==> src/rtl/ptos_pkg.sv <==
// ptos_pkg: shared types and constants for the two-channel nibble serialiser.
//   state_e        frame sequencer states
//   FRAME_LEN      cycles from START to STOP inclusive (7, or 8 with PTOS_PARITY_EN)
//   ID_W / DATA_W  channel id and nibble widths; SR_W is the id+data+parity shifter width
//   gap_clamp()    folds the GAP parameter into the legal 1..15 range
// Optional feature macro: PTOS_PARITY_EN (adds an even-parity bit before STOP).
package ptos_pkg;

    localparam int unsigned ID_W           = 1;
    localparam int unsigned DATA_W         = 4;
    localparam int unsigned SR_W           = ID_W + DATA_W + 1;
    localparam int unsigned GAP_CNT_W      = 4;
    localparam int unsigned FRAME_LEN_BASE = 7;
    localparam int unsigned FRAME_LEN_PAR  = 8;

`ifdef PTOS_PARITY_EN
    localparam int unsigned FRAME_LEN = FRAME_LEN_PAR;
`else
    localparam int unsigned FRAME_LEN = FRAME_LEN_BASE;
`endif

    typedef enum logic [3:0] {
        S_IDLE  = 4'd0,
        S_START = 4'd1,
        S_ID    = 4'd2,
        S_D3    = 4'd3,
        S_D2    = 4'd4,
        S_D1    = 4'd5,
        S_D0    = 4'd6,
        S_PAR   = 4'd7,
        S_STOP  = 4'd8,
        S_GAP   = 4'd9
    } state_e;

    // Clamp the inter-frame gap to what the 4-bit counter can express, never zero.
    function automatic int unsigned gap_clamp(input int g);
        if (g < 1) begin
            return 1;
        end
        if (g > 15) begin
            return 15;
        end
        return int'(g);
    endfunction

endpackage

==> src/rtl/ptos_sched_if.sv <==
// ptos_sched_if: request/data/handshake and serial output bundle for ptos_sched.
//   req0/req1    channel requests (held until the matching ask pulse)
//   data0/data1  channel nibbles, stable while the request is high
//   ask0/ask1    one-cycle capture acknowledge, high during the first START cycle
//   sdo          serial line, idle high
//   frame        high START..STOP
//   busy         high from capture until the end of the inter-frame gap
// Modports: master drives requests/data, slave is the scheduler.
interface ptos_sched_if;
    import ptos_pkg::*;

    logic              req0;
    logic              req1;
    logic [DATA_W-1:0] data0;
    logic [DATA_W-1:0] data1;
    logic              ask0;
    logic              ask1;
    logic              sdo;
    logic              frame;
    logic              busy;

    modport master (
        output req0, req1, data0, data1,
        input  ask0, ask1, sdo, frame, busy
    );

    modport slave (
        input  req0, req1, data0, data1,
        output ask0, ask1, sdo, frame, busy
    );

endinterface

==> src/rtl/ptos_shift.sv <==
// ptos_shift: frame payload holder. Loads {id, nibble, even parity} on capture and
// shifts MSB-first; bit_o is the bit to place on the line at the next shift.
//   sclk, rst   clock and asynchronous active-high reset
//   load_i      capture the id/nibble of the arbitration winner
//   shift_i     advance to the next payload bit
//   id_i        winning channel id
//   data_i      winning channel nibble
//   bit_o       current head bit of the payload
// The parity slot is only reached when PTOS_PARITY_EN is defined.
module ptos_shift
    import ptos_pkg::*;
(
    input  logic              sclk,
    input  logic              rst,
    input  logic              load_i,
    input  logic              shift_i,
    input  logic [ID_W-1:0]   id_i,
    input  logic [DATA_W-1:0] data_i,
    output logic              bit_o
);

    logic [SR_W-1:0] sr_q;
    logic [SR_W-1:0] sr_d;

    // Load has priority; shifting fills with the line's idle level.
    always_comb begin
        sr_d = sr_q;
        if (load_i) begin
            sr_d = {id_i, data_i, ^{id_i, data_i}};
        end else if (shift_i) begin
            sr_d = {sr_q[SR_W-2:0], 1'b1};
        end
    end

    always_ff @(posedge sclk or posedge rst) begin
        if (rst) begin
            sr_q <= '1;
        end else begin
            sr_q <= sr_d;
        end
    end

    assign bit_o = sr_q[SR_W-1];

endmodule

==> src/rtl/ptos_sched.sv <==
// ptos_sched: two-channel round-robin nibble serialiser.
// Frame on sdo: START(0), ID, D3..D0, [PAR], STOP(1), followed by GAP idle-high
// cycles with busy still asserted, then IDLE where requests are arbitrated again.
//   sclk, rst   clock and asynchronous active-high reset
//   bus         ptos_sched_if.slave (req/data in, ask/sdo/frame/busy out)
//   GAP         inter-frame gap in cycles, clamped to 1..15
// Macro PTOS_PARITY_EN inserts an even-parity bit (XOR of id and nibble) before STOP.
module ptos_sched
    import ptos_pkg::*;
#(
    parameter int GAP = 1
) (
    input  logic        sclk,
    input  logic        rst,
    ptos_sched_if.slave bus
);

    localparam int unsigned         GAP_C   = gap_clamp(GAP);
    localparam logic [GAP_CNT_W-1:0] GAP_CNT = GAP_CNT_W'(GAP_C);

    state_e                 state_q;
    logic                   last_q;
    logic [GAP_CNT_W-1:0]   gap_cnt_q;
    logic                   sdo_q;
    logic                   frame_q;
    logic                   busy_q;
    logic                   ask0_q;
    logic                   ask1_q;

    logic                   any_req_c;
    logic                   win_c;
    logic [DATA_W-1:0]      cap_data_c;
    logic                   load_c;
    logic                   shift_c;
    logic                   bit_c;

    // Round robin: a lone requester wins; on a tie the channel not served last wins.
    always_comb begin
        any_req_c  = bus.req0 | bus.req1;
        win_c      = (bus.req0 & bus.req1) ? ~last_q : bus.req1;
        cap_data_c = win_c ? bus.data1 : bus.data0;
        load_c     = (state_q == S_IDLE) & any_req_c;
        shift_c    = 1'b0;
        unique case (state_q)
            S_START, S_ID, S_D3, S_D2, S_D1, S_D0: shift_c = 1'b1;
            default:                               shift_c = 1'b0;
        endcase
    end

    ptos_shift u_shift (
        .sclk    (sclk),
        .rst     (rst),
        .load_i  (load_c),
        .shift_i (shift_c),
        .id_i    (win_c),
        .data_i  (cap_data_c),
        .bit_o   (bit_c)
    );

    // Sequencer with outputs registered alongside the state they belong to.
    always_ff @(posedge sclk or posedge rst) begin
        if (rst) begin
            state_q   <= S_IDLE;
            last_q    <= 1'b1;
            gap_cnt_q <= '0;
            sdo_q     <= 1'b1;
            frame_q   <= 1'b0;
            busy_q    <= 1'b0;
            ask0_q    <= 1'b0;
            ask1_q    <= 1'b0;
        end else begin
            ask0_q <= 1'b0;
            ask1_q <= 1'b0;
            unique case (state_q)
                S_IDLE: begin
                    if (any_req_c) begin
                        state_q <= S_START;
                        last_q  <= win_c;
                        ask0_q  <= ~win_c;
                        ask1_q  <= win_c;
                        sdo_q   <= 1'b0;
                        frame_q <= 1'b1;
                        busy_q  <= 1'b1;
                    end
                end
                S_START: begin
                    state_q <= S_ID;
                    sdo_q   <= bit_c;
                end
                S_ID: begin
                    state_q <= S_D3;
                    sdo_q   <= bit_c;
                end
                S_D3: begin
                    state_q <= S_D2;
                    sdo_q   <= bit_c;
                end
                S_D2: begin
                    state_q <= S_D1;
                    sdo_q   <= bit_c;
                end
                S_D1: begin
                    state_q <= S_D0;
                    sdo_q   <= bit_c;
                end
                S_D0: begin
`ifdef PTOS_PARITY_EN
                    state_q <= S_PAR;
                    sdo_q   <= bit_c;
`else
                    state_q <= S_STOP;
                    sdo_q   <= 1'b1;
`endif
                end
                S_PAR: begin
                    state_q <= S_STOP;
                    sdo_q   <= 1'b1;
                end
                S_STOP: begin
                    state_q   <= S_GAP;
                    sdo_q     <= 1'b1;
                    frame_q   <= 1'b0;
                    gap_cnt_q <= GAP_CNT;
                end
                S_GAP: begin
                    // Counter holds the cycles still to spend in GAP, this one included.
                    if (gap_cnt_q <= GAP_CNT_W'(1)) begin
                        state_q   <= S_IDLE;
                        busy_q    <= 1'b0;
                        gap_cnt_q <= '0;
                    end else begin
                        gap_cnt_q <= gap_cnt_q - GAP_CNT_W'(1);
                    end
                end
                default: begin
                    state_q   <= S_IDLE;
                    sdo_q     <= 1'b1;
                    frame_q   <= 1'b0;
                    busy_q    <= 1'b0;
                    gap_cnt_q <= '0;
                end
            endcase
        end
    end

    assign bus.ask0  = ask0_q;
    assign bus.ask1  = ask1_q;
    assign bus.sdo   = sdo_q;
    assign bus.frame = frame_q;
    assign bus.busy  = busy_q;

endmodule

==> src/flat_wrapper.sv <==
// flat-port wrapper written by rule: the top's interface ports become plain ports
module ptos_sched_flat import ptos_pkg::*;
#(
    parameter int GAP = 1
)
  (sclk, rst, bus_req0, bus_req1, bus_data0, bus_data1, bus_ask0, bus_ask1, bus_sdo, bus_frame, bus_busy);
  ptos_sched_if bus_i ();
  input  logic sclk;
  input  logic rst;
  input wire logic [$bits(bus_i.req0)-1:0] bus_req0;
  input wire logic [$bits(bus_i.req1)-1:0] bus_req1;
  input wire logic [$bits(bus_i.data0)-1:0] bus_data0;
  input wire logic [$bits(bus_i.data1)-1:0] bus_data1;
  output wire logic [$bits(bus_i.ask0)-1:0] bus_ask0;
  output wire logic [$bits(bus_i.ask1)-1:0] bus_ask1;
  output wire logic [$bits(bus_i.sdo)-1:0] bus_sdo;
  output wire logic [$bits(bus_i.frame)-1:0] bus_frame;
  output wire logic [$bits(bus_i.busy)-1:0] bus_busy;
  assign bus_i.req0 = bus_req0;
  assign bus_i.req1 = bus_req1;
  assign bus_i.data0 = bus_data0;
  assign bus_i.data1 = bus_data1;
  assign bus_ask0 = bus_i.ask0;
  assign bus_ask1 = bus_i.ask1;
  assign bus_sdo = bus_i.sdo;
  assign bus_frame = bus_i.frame;
  assign bus_busy = bus_i.busy;
  ptos_sched #(.GAP(GAP)) u_core (.sclk(sclk), .rst(rst), .bus(bus_i));
endmodule
==> config.mk <==
export PLATFORM = sky130hd
export DESIGN_NAME = ptos_sched_flat
export DESIGN_NICKNAME = d
export VERILOG_FILES = /design/src/rtl/ptos_pkg.sv /design/src/rtl/ptos_sched_if.sv /design/src/rtl/ptos_shift.sv /design/src/rtl/ptos_sched.sv /design/src/flat_wrapper.sv
export SDC_FILE = /design/constraint.sdc
export NUM_CORES = 1
export LEC_CHECK = 0
export CORE_MARGIN = 1.5
export CORE_UTILIZATION = 47
export DETAILED_ROUTE_END_ITERATION = 6
export HOLD_SLACK_MARGIN = 0.12
export MAX_ROUTING_LAYER = met4
export PLACE_DENSITY_LB_ADDON = 0.05
export SYNTH_ARGS = -nofsm -noshare
export SYNTH_HDL_FRONTEND = slang
export SYNTH_HIERARCHICAL = 1
export SYNTH_SLANG_ARGS = --single-unit
export TNS_END_PERCENT = 1
==> constraint.sdc <==
create_clock -name sclk -period 3.1 [get_ports sclk]
set_input_delay 0.62 -clock sclk [delete_from_list [all_inputs] [get_ports sclk]]
set_output_delay 0.62 -clock sclk [all_outputs]
set_load 0.01 [all_outputs]
==> metrics.yaml <==
setup_violations: 0
grt_pass1_wl_um: 3663
wire_per_inst_um: 13.58
dieWidth_um: 52.17
hp-start: "u_core/gap_cnt_q[3]"
synth_area_per_cell_um2: 10.05
hold_viol_final: 0
min_path_type: "flop to flop"
drv_slew: 0
fmax_mhz: 440.7
dp_cells: 152
power_density_mw_per_mm2: 941.6
grt.total_usage_pct: 18.86
min_path_cells: 1
nets: 143
synth-seq-cells: 20
numCtsBuffers: 3
io_pins: 17
relSlewSlack_pct: 54.90
num_vias: 875
crit_arrival_ns: 2.51
htree_levels: 1
r2r_slack_ns: 1.29
grt_max_degree: 21
synth_edf_count: 0
worstSetupStartpointType: "input pin"
grt_pass1_vias: 854
area_growth_pct: 18.50
yosys_warnings: 6
cts_resized: 0
rr_worst_depth: 5
worstPathMaxFanout: 6
first_pass_iters: 4
clock_sinks: 20
instances_no_fill: 156
period_needed_ns: 2.269
core_mm2: 0.002255
syn_nets: 127
drc: 0
cts_buffer_depth: 2
via_per_inst: 5.609
rsz0062_at_grt: "false"
cts_setup_buffers: 0
yosys_most_used_dff: "dfrtp_1"
gp_congestion: 0.8035
outcome: "finished, final reports clean"
setup_tns_ns: 0
rows: 17
holdPathEnd: "u_core/gap_cnt_q[3]"
p_leak_uw: 0.0005609
portBuffers: 16
ant_nets: 0
finalPower_uw: 1268
drive_gt1_share_pct: 19.53
crit_start: "bus_req1"
tritoncts: "done"
dp_hpwl_um: 1582
ys_types: 37
placed_area_mm2: 0.001310
place_ws_ns: 0.5196
worst_pin_slew_ns: 0.6741
initial_core_util_pct: 50.39
ys_seq_area_share_pct: 44.93
syn_inst: 113
worst_slack_ns: 0.8309
antenna_found_initial: 0
ys_async_sr_fraction_pct: 100.0
fin_crit_sh_pct: 73.20
critPathKind: "input pin to flop"
clk_latency_ns: 0.30
nFillCells: 198
max-vdd-ir-drop_mv: 0.5308
drt_first_iter_violations: 9
timing.max_cap.violations: 0
skew_ns: 0.004807
end_kind: "flop"
required_ns: 3.34
clk_pin_slew_ns: 0.11
reg2reg_to: "u_core/u_shift/sr_q[0]"
synth_area_mm2: 0.001136
cts_hold_buf: 0
die_area_mm2: 0.002721
cts-root-buf: "clkbuf_4"
wirelength_um: 2118
antennaDiodeCount: 0
postLayoutCellArea_mm2: 0.001346
die_h_um: 52.17
gr-total-overflow: 0
regToRegStartpoint: "u_core/state_q[2]"
-- final cells by class --
cell class              count  area, µm²  area share (%)
multi-input cells          82      574.3           42.66
flip-flops and latches     20      510.5           37.92
repair buffers             18      175.2           13.01
clock buffers               4      36.28           2.695
well taps                  28      35.03           2.602
inverters                   4      15.01           1.115
-- layer usage --
metal	GRT usage [%]	wire [µm]	vias to the layer above
met5	-	0	-
met4	7.692	11	0
met3	2.874	77	2
met2	30.38	1063	14
met1	23.85	966	424
li1	-	-	435
-- cell usage after synthesis, drive strengths merged, types with 2 or more instances --
master | instances | area (µm²)
dfrtp | 12 | 300.3
xnor2 | 2 | 36.29
inv | 4 | 15.01
nand2b | 3 | 18.77
mux2i | 6 | 60.06
mux2 | 5 | 60.05
a21oi | 5 | 25.02
nor2 | 9 | 36.29
or4b | 2 | 20.02
and3 | 2 | 12.51
ha | 2 | 25.02
o21ai | 12 | 60.06
nand3 | 5 | 25.02
buf | 6 | 32.53
nor3 | 7 | 40.04
nor4 | 2 | 18.77
dfstp | 8 | 210.2
nand2 | 9 | 33.78
-- metrics by stage --
step                      hold slack, ns  util (%)
after global placement            0.5181     58.10
after CTS                         0.5405     59.71
after detailed placement          0.5266     58.10
after global routing              0.5765     59.71
final                             0.5339     59.71
after floorplan                   0.4865         -
-- state kept, by name (all words and copies together) (netlist names) --
| name | count |
|---|---|
| u_core/bus.ask1 | 1 |
| u_core/last_q | 1 |
| u_core/state_q | 4 |
| u_core/bus.ask0 | 1 |
| u_core/bus.busy | 1 |
| u_core/gap_cnt_q | 4 |
| u_core/u_shift/sr_q | 6 |
| u_core/bus.frame | 1 |
| u_core/bus.sdo | 1 |
-- cells in the final DEF (no fill, tap or decap), drive strengths merged --
master | Yosys | final
nand4bb | 1 | 1
nand2b | 3 | 3
nand3b | 1 | 1
o31ai | 1 | 1
xnor2 | 2 | 2
or4b | 2 | 2
and2 | 1 | 1
a21oi | 5 | 5
inv | 4 | 4
clkbuf | 1 | 4
o21bai | 1 | 1
dfstp | 8 | 8
a21boi | 1 | 1
mux2i | 6 | 6
clkdlybuf4s50 | 0 | 16
and3 | 2 | 2
ha | 2 | 2
nor4 | 2 | 2
o21ai | 12 | 12
mux2 | 5 | 5
nor2 | 9 | 9
xnor3 | 1 | 1
nand2 | 9 | 9
buf | 6 | 2
nor3 | 7 | 7
a31o | 1 | 1
a31oi | 1 | 1
dfrtp | 12 | 12
nand3 | 5 | 5
or4 | 1 | 1
o22ai | 1 | 1
-- worst max-delay path: stages --
cell             delay (ns)
clkdlybuf4s50_1        0.52
a21boi_2               0.32
buf_4                  0.21
mux2_2                 0.36
xnor3_1                0.20
xnor2_1                0.14
a21oi_1                0.14
-- power breakdown --
| part | switching (µW) | internal [µW] |
|---|---|---|
| logic | 268 | 308 |
| clock network | 79.5 | 71.6 |
| registers | 139 | 402 |
| total | 487 | 781 |
-- logic make-up after synthesis --
logic type	after synthesis	share of synthesized area [%]
muxes	11	10.57
and+or+nand+nor	43	20.93
AOI/OAI and AO/OA	23	11.68
DFF	20	44.93
xor gates and xnor gates	3	5.177
adders and majority gates	2	2.202
buffers and inverters	11	4.515
-- worst max path at each step --
stage                              to  depth (start not counted)
2_1_floorplan  u_core/u_shift/sr_q[0]                          5
3_3_place_gp   u_core/u_shift/sr_q[0]                          6
3_5_place_dp   u_core/u_shift/sr_q[0]                          7
4_1_cts        u_core/u_shift/sr_q[0]                          7
5_1_grt        u_core/u_shift/sr_q[0]                          7
6_report       u_core/u_shift/sr_q[0]                          7
Power figures use the tool's default switching activity.
==> RTL edit 1 (config.mk and constraints unchanged) <==
The option `PTOS_PARITY_EN` is turned on by a define.
--- a/src/rtl/ptos_pkg.sv
+++ b/src/rtl/ptos_pkg.sv
@@ -4,6 +4,8 @@
 //   ID_W / DATA_W  channel id and nibble widths; SR_W is the id+data+parity shifter width
 //   gap_clamp()    folds the GAP parameter into the legal 1..15 range
 // Optional feature macro: PTOS_PARITY_EN (adds an even-parity bit before STOP).
+`define PTOS_PARITY_EN
+
 package ptos_pkg;
 
     localparam int unsigned ID_W           = 1;
Formal check against the unedited RTL: not equivalent (a bounded check fails within 10 cycles, from zero or initial values and one cycle with rst high).
==> RTL edit 1 against the original RTL <==
- combinational power shrank 2%
- sequential cell count stayed put
- largest power group unchanged
- design area decreased by 1.1%
- synthesized cell count down 2.7%
- synthesized area down 1.8%
- critical endpoint unchanged
- count of clock-buffer cells in the layout stayed put
- total power shrank 2.2%
- setup slack improved by 0.080 ns
- highest routed layer unchanged
- final cell count decreased by 1.3%
- wire length is 2.5% lower
- critical path depth decreased by 1
==> RTL edit 1: results <==
metrics = {
    "synth": {
        "yosysSeqAreaShare": 0.4574,
        "synthArstFlopShare": 1.000,
        "synth.cells.most_frequent": "sky130_fd_sc_hd__dfrtp_1 (12), sky130_fd_sc_hd__dfstp_2 (8), sky130_fd_sc_hd__inv_1 (8), sky130_fd_sc_hd__nand2_1 (8), sky130_fd_sc_hd__nor2_1 (8)",
        "post_synth_num_cell_types": 35,
        "mappedNetlistNets": 124,
        "synth_area_leaders": "sky130_fd_sc_hd__dfrtp_1 (27%), sky130_fd_sc_hd__dfstp_2 (19%), sky130_fd_sc_hd__mux2i_1 (4.5%)",
    },
    "global_route": {
        "global_route.usage.total": 0.1839,
        "first_global_vias": 750,
        "largest_net_degree_at_the_start_of_global_routing": 20,
        "grt_first_pass_wirelength_mm": 3.484,
    },
    "min_path": {
        "holdCritPathClass": "flip-flop to flip-flop",
        "timing.hold.worst.start": "u_core/last_q$_DFFE_PP1P_",
    },
    "route": {
        "total_number_of_vias": 849,
        "drt_initial_violations": 29,
        "totalWireLength_mm": 2.066,
    },
    "placed_design": {
        "dpl.hpwl_mm": 1.504,
        "io_buffer_count": 16,
        "place_congestion": 0.7526,
    },
    "clock_network": {
        "cts-root-buf": "sky130_fd_sc_hd__clkbuf_4",
        "post_cts_resize_count": 0,
        "postCtsSetupRepairBufs": 0,
    },
    "cells_and_area": {
        "final_layout_size_suffix_gt1_frac": 0.1905,
        "final_nets": 141,
        "layout.filler_cells": 203,
    },
    "critical_path": {
        "arrival_ns": 2.44,
        "r2r_start": "u_core/state_q[1]$_DFFE_PP0P_",
        "crit_path_start": "bus_req1",
        "path_max_fanout": 4,
    },
    "die": {
        "core-area_um2": 2233,
    },
    "timing": {
        "max-slew-margin-rel": 0.5775,
        "timing.hold.ws_ns": 0.5476,
        "finalClockSkew_ns": 0.01312,
    },
    "power_and_ir_drop": {
        "p_leak_nw": 0.5462,
        "vdd_ir_drop_max_v": 0.0006520,
    },
    "status": {
        "run_status": "complete, no violations",
    },
}
## RTL edit 1: stage by stage
step                cells    util  worst slack, ns  area, um2
finish                154  0.5961           0.9105       1331
global route          154  0.5961           0.8347       1331
CTS                   154  0.5961           0.9089       1331
detailed placement    150  0.5798           0.5839       1295
global placement      150  0.5798           0.6189       1295
floorplan             110       -            1.018       1116
## RTL edit 1: worst paths after layout
path	to	slack (ns)	cells past startpoint
max in group asynchronous	u_core/state_q[3]$_DFFE_PP0P_	2.07	2
setup / recovery	u_core/u_shift/sr_q[0]$_DFFE_PP1P_	0.91	6
min in group asynchronous	u_core/state_q[0]$_DFFE_PP0P_	0.66	2
hold / removal	u_core/last_q$_DFFE_PP1P_	0.55	2
hold reg to reg	u_core/last_q$_DFFE_PP1P_	0.55	2
setup reg to reg	u_core/u_shift/sr_q[1]$_DFFE_PP1P_	1.38	5
## RTL edit 1: area by class of cell
| type | count | area (um2) | area share |
|---|---|---|---|
| Tap cell | 28 | 35.03 | 0.02632 |
| Timing Repair Buffer | 18 | 175.2 | 0.1316 |
| Multi-Input combinational cell | 76 | 544.3 | 0.4088 |
| Clock buffer | 4 | 36.28 | 0.02726 |
| Inverter | 8 | 30.03 | 0.02256 |
| Sequential cell | 20 | 510.5 | 0.3835 |
## RTL edit 1: critical path: stages
cell                              delay (ns)
sky130_fd_sc_hd__clkdlybuf4s50_1        0.52
sky130_fd_sc_hd__a21boi_2               0.27
sky130_fd_sc_hd__mux2_2                 0.38
sky130_fd_sc_hd__xnor3_1                0.37
sky130_fd_sc_hd__xnor2_1                0.13
sky130_fd_sc_hd__a21oi_1                0.14
## RTL edit 1: kinds of logic after synthesis
| kind of cell | share of synthesized area |
|---|---|
| and+or+nand+nor | 0.1480 |
| AOI/OAI and AO/OA | 0.1637 |
| DFF | 0.4574 |
| buffers and inverters | 0.05493 |
| muxes | 0.08520 |
| xor gates and xnor gates | 0.06839 |
| adders and majority gates | 0.02242 |
## RTL edit 1: report_power, final
group / internal, W / total (W) / switching, W
clock: 0.0000717 / 0.000154 / 0.0000818
combinational: 0.000286 / 0.000566 / 0.000280
sequential: 0.000404 / 0.000521 / 0.000117
## RTL edit 1: layer usage
layer | up-vias | part of all wire | track usage
met4 | 0 | 0.011 | 0.05263
met1 | 405 | 0.50 | 0.2714
met3 | 5 | 0.047 | 0.05172
met2 | 20 | 0.44 | 0.2457
met5 | - | 0 | -
li1 | 419 | - | -
==> RTL edit 2 (same settings) <==
Made on the original files. Encoding of `state_e`: now Gray code (4 bits for 10 states).
--- a/src/rtl/ptos_pkg.sv
+++ b/src/rtl/ptos_pkg.sv
@@ -20,16 +20,16 @@
 `endif
 
     typedef enum logic [3:0] {
-        S_IDLE  = 4'd0,
-        S_START = 4'd1,
-        S_ID    = 4'd2,
-        S_D3    = 4'd3,
-        S_D2    = 4'd4,
-        S_D1    = 4'd5,
-        S_D0    = 4'd6,
-        S_PAR   = 4'd7,
-        S_STOP  = 4'd8,
-        S_GAP   = 4'd9
+        S_IDLE  = 4'b0000,
+        S_START = 4'b0001,
+        S_ID    = 4'b0011,
+        S_D3    = 4'b0010,
+        S_D2    = 4'b0110,
+        S_D1    = 4'b0111,
+        S_D0    = 4'b0101,
+        S_PAR   = 4'b0100,
+        S_STOP  = 4'b1100,
+        S_GAP   = 4'b1101
     } state_e;
 
     // Clamp the inter-frame gap to what the 4-bit counter can express, never zero.
Behaviour: same outputs for any inputs over 10 cycles, from zero or initial values and one cycle with rst high; not proved beyond that.
==> RTL edit 2 against the original RTL <==
- utilization increased by 0.12 points
- sequential power shrank 1%
- synthesized area fell by 0.77%
- via count is 3.9% lower
- total power is 3.8% lower
- worst hold slack lost 0.041 ns
- largest power group unchanged
- sequential cell count did not move
- wire length grew 0.33%
- combinational power fell by 6.8%
- design area fell by 0.74%
- synthesized cell count shrank 4.4%
- setup slack improved by 0.089 ns
==> RTL edit 2: results <==
metrics = {
    "route": {
        "total_number_of_vias": 841,
        "drt_initial_violations": 13,
        "totalWireLength_mm": 2.125,
        "dr.pass1.iters": 4,
    },
    "synth": {
        "synthArstFlopShare": 1.000,
        "yosysSeqAreaShare": 0.4528,
        "synth_area_leaders": "sky130_fd_sc_hd__dfrtp_1 (27%), sky130_fd_sc_hd__dfstp_2 (19%), sky130_fd_sc_hd__mux2_2 (5.0%)",
        "post_synth_num_cell_types": 43,
        "mappedNetlistNets": 122,
        "synth.cells.most_frequent": "sky130_fd_sc_hd__dfrtp_1 (12), sky130_fd_sc_hd__nand2_1 (11), sky130_fd_sc_hd__dfstp_2 (8)",
    },
    "global_route": {
        "largest_net_degree_at_the_start_of_global_routing": 16,
        "grt_first_pass_wirelength_mm": 3.608,
        "initial_antenna_violation_count": 0,
        "first_global_vias": 794,
        "global_route.usage.total": 0.1884,
    },
    "critical_path": {
        "arrival_ns": 2.41,
        "ff2ff_path_depth": 4,
        "r2r_start": "u_core/state_q[3]$_DFFE_PP0P_",
        "critPathMaxStageDelay_ns": 0.53,
        "path_max_fanout": 6,
        "crit_path_start": "bus_req1",
        "worstSetupEndpoint": "u_core/u_shift/sr_q[0]$_DFFE_PP1P_",
    },
    "clock_network": {
        "worst_skew_pair.late_latency_ns": 0.29,
        "clock_edge_transition_at_the_registers_on_the_reported_setup_and_hold_paths_ns": 0.11,
        "cts_buffers": 3,
    },
    "min_path": {
        "timing.hold.worst.start": "u_core/bus.frame$_DFFE_PP0P_",
        "hold_end": "u_core/bus.frame$_DFFE_PP0P_",
    },
    "power_and_ir_drop": {
        "vdd_ir_drop_max_v": 0.0005067,
        "p_leak_nw": 0.5602,
    },
    "placed_design": {
        "place_congestion": 0.7182,
        "dpl.hpwl_mm": 1.573,
        "io_buffer_count": 16,
    },
    "cells_and_area": {
        "reg_top3": "u_core/u_shift/sr_q x6, u_core/gap_cnt_q x4, u_core/state_q x4",
        "layout.filler_cells": 205,
        "final_nets": 139,
        "final_layout_size_suffix_gt1_frac": 0.1855,
    },
    "timing": {
        "worstMarginPinSlew_ns": 0.6036,
        "finalClockSkew_ns": 0.004423,
    },
    "status": {
        "run_status": "complete, no violations",
    },
}
==> RTL edit 2: layout make-up <==
class | instances | area, um2 | share of cell area
inverter | 6 | 22.52 | 0.01685
clock buffer | 4 | 36.28 | 0.02715
multi-input combinational | 77 | 564.3 | 0.4223
sequential | 20 | 510.5 | 0.3820
timing repair buffer | 17 | 167.7 | 0.1255
tap | 28 | 35.03 | 0.02622
==> RTL edit 2: power by group <==
part           switching, W  internal, W  total (W)
registers          0.000133     0.000400   0.000533
clock network     0.0000774    0.0000715   0.000149
logic              0.000263     0.000274   0.000537
total              0.000473     0.000746    0.00122
==> RTL edit 2: layer usage <==
| layer | track usage | up-vias | share of wire |
|---|---|---|---|
| met4 | 0.06579 | 0 | 0.0085 |
| met1 | 0.2417 | 407 | 0.49 |
| met2 | 0.3059 | 13 | 0.47 |
| met5 | - | - | 0 |
| met3 | 0.02586 | 2 | 0.026 |
| li1 | - | 419 | - |
==> RTL edit 2: cells by family (layout without fill, tap and decap cells) <==
kind of cell,count (synthesis),in the layout,synth area share
and+or+nand+nor,35,35,0.1754
DFF,20,20,0.4528
adders and majority gates,2,2,0.02219
xor gates and xnor gates,3,3,0.05217
muxes,10,10,0.09434
AOI/OAI and AO/OA,27,27,0.1565
buffers and inverters,11,27,0.04661
==> RTL edit 2: stage by stage <==
step                      hold slack, ns  std cells  setup WS, ns    util  cell area (um2)
final                             0.4926        152        0.9194  0.5983             1336
after global placement            0.4621        148        0.6384  0.5821             1300
after floorplan                   0.4848        108         1.026       -             1127
after detailed placement          0.4759        148        0.6000  0.5821             1300
after global routing              0.5370        152        0.8166  0.5983             1336
after CTS                         0.5032        152        0.9182  0.5983             1336
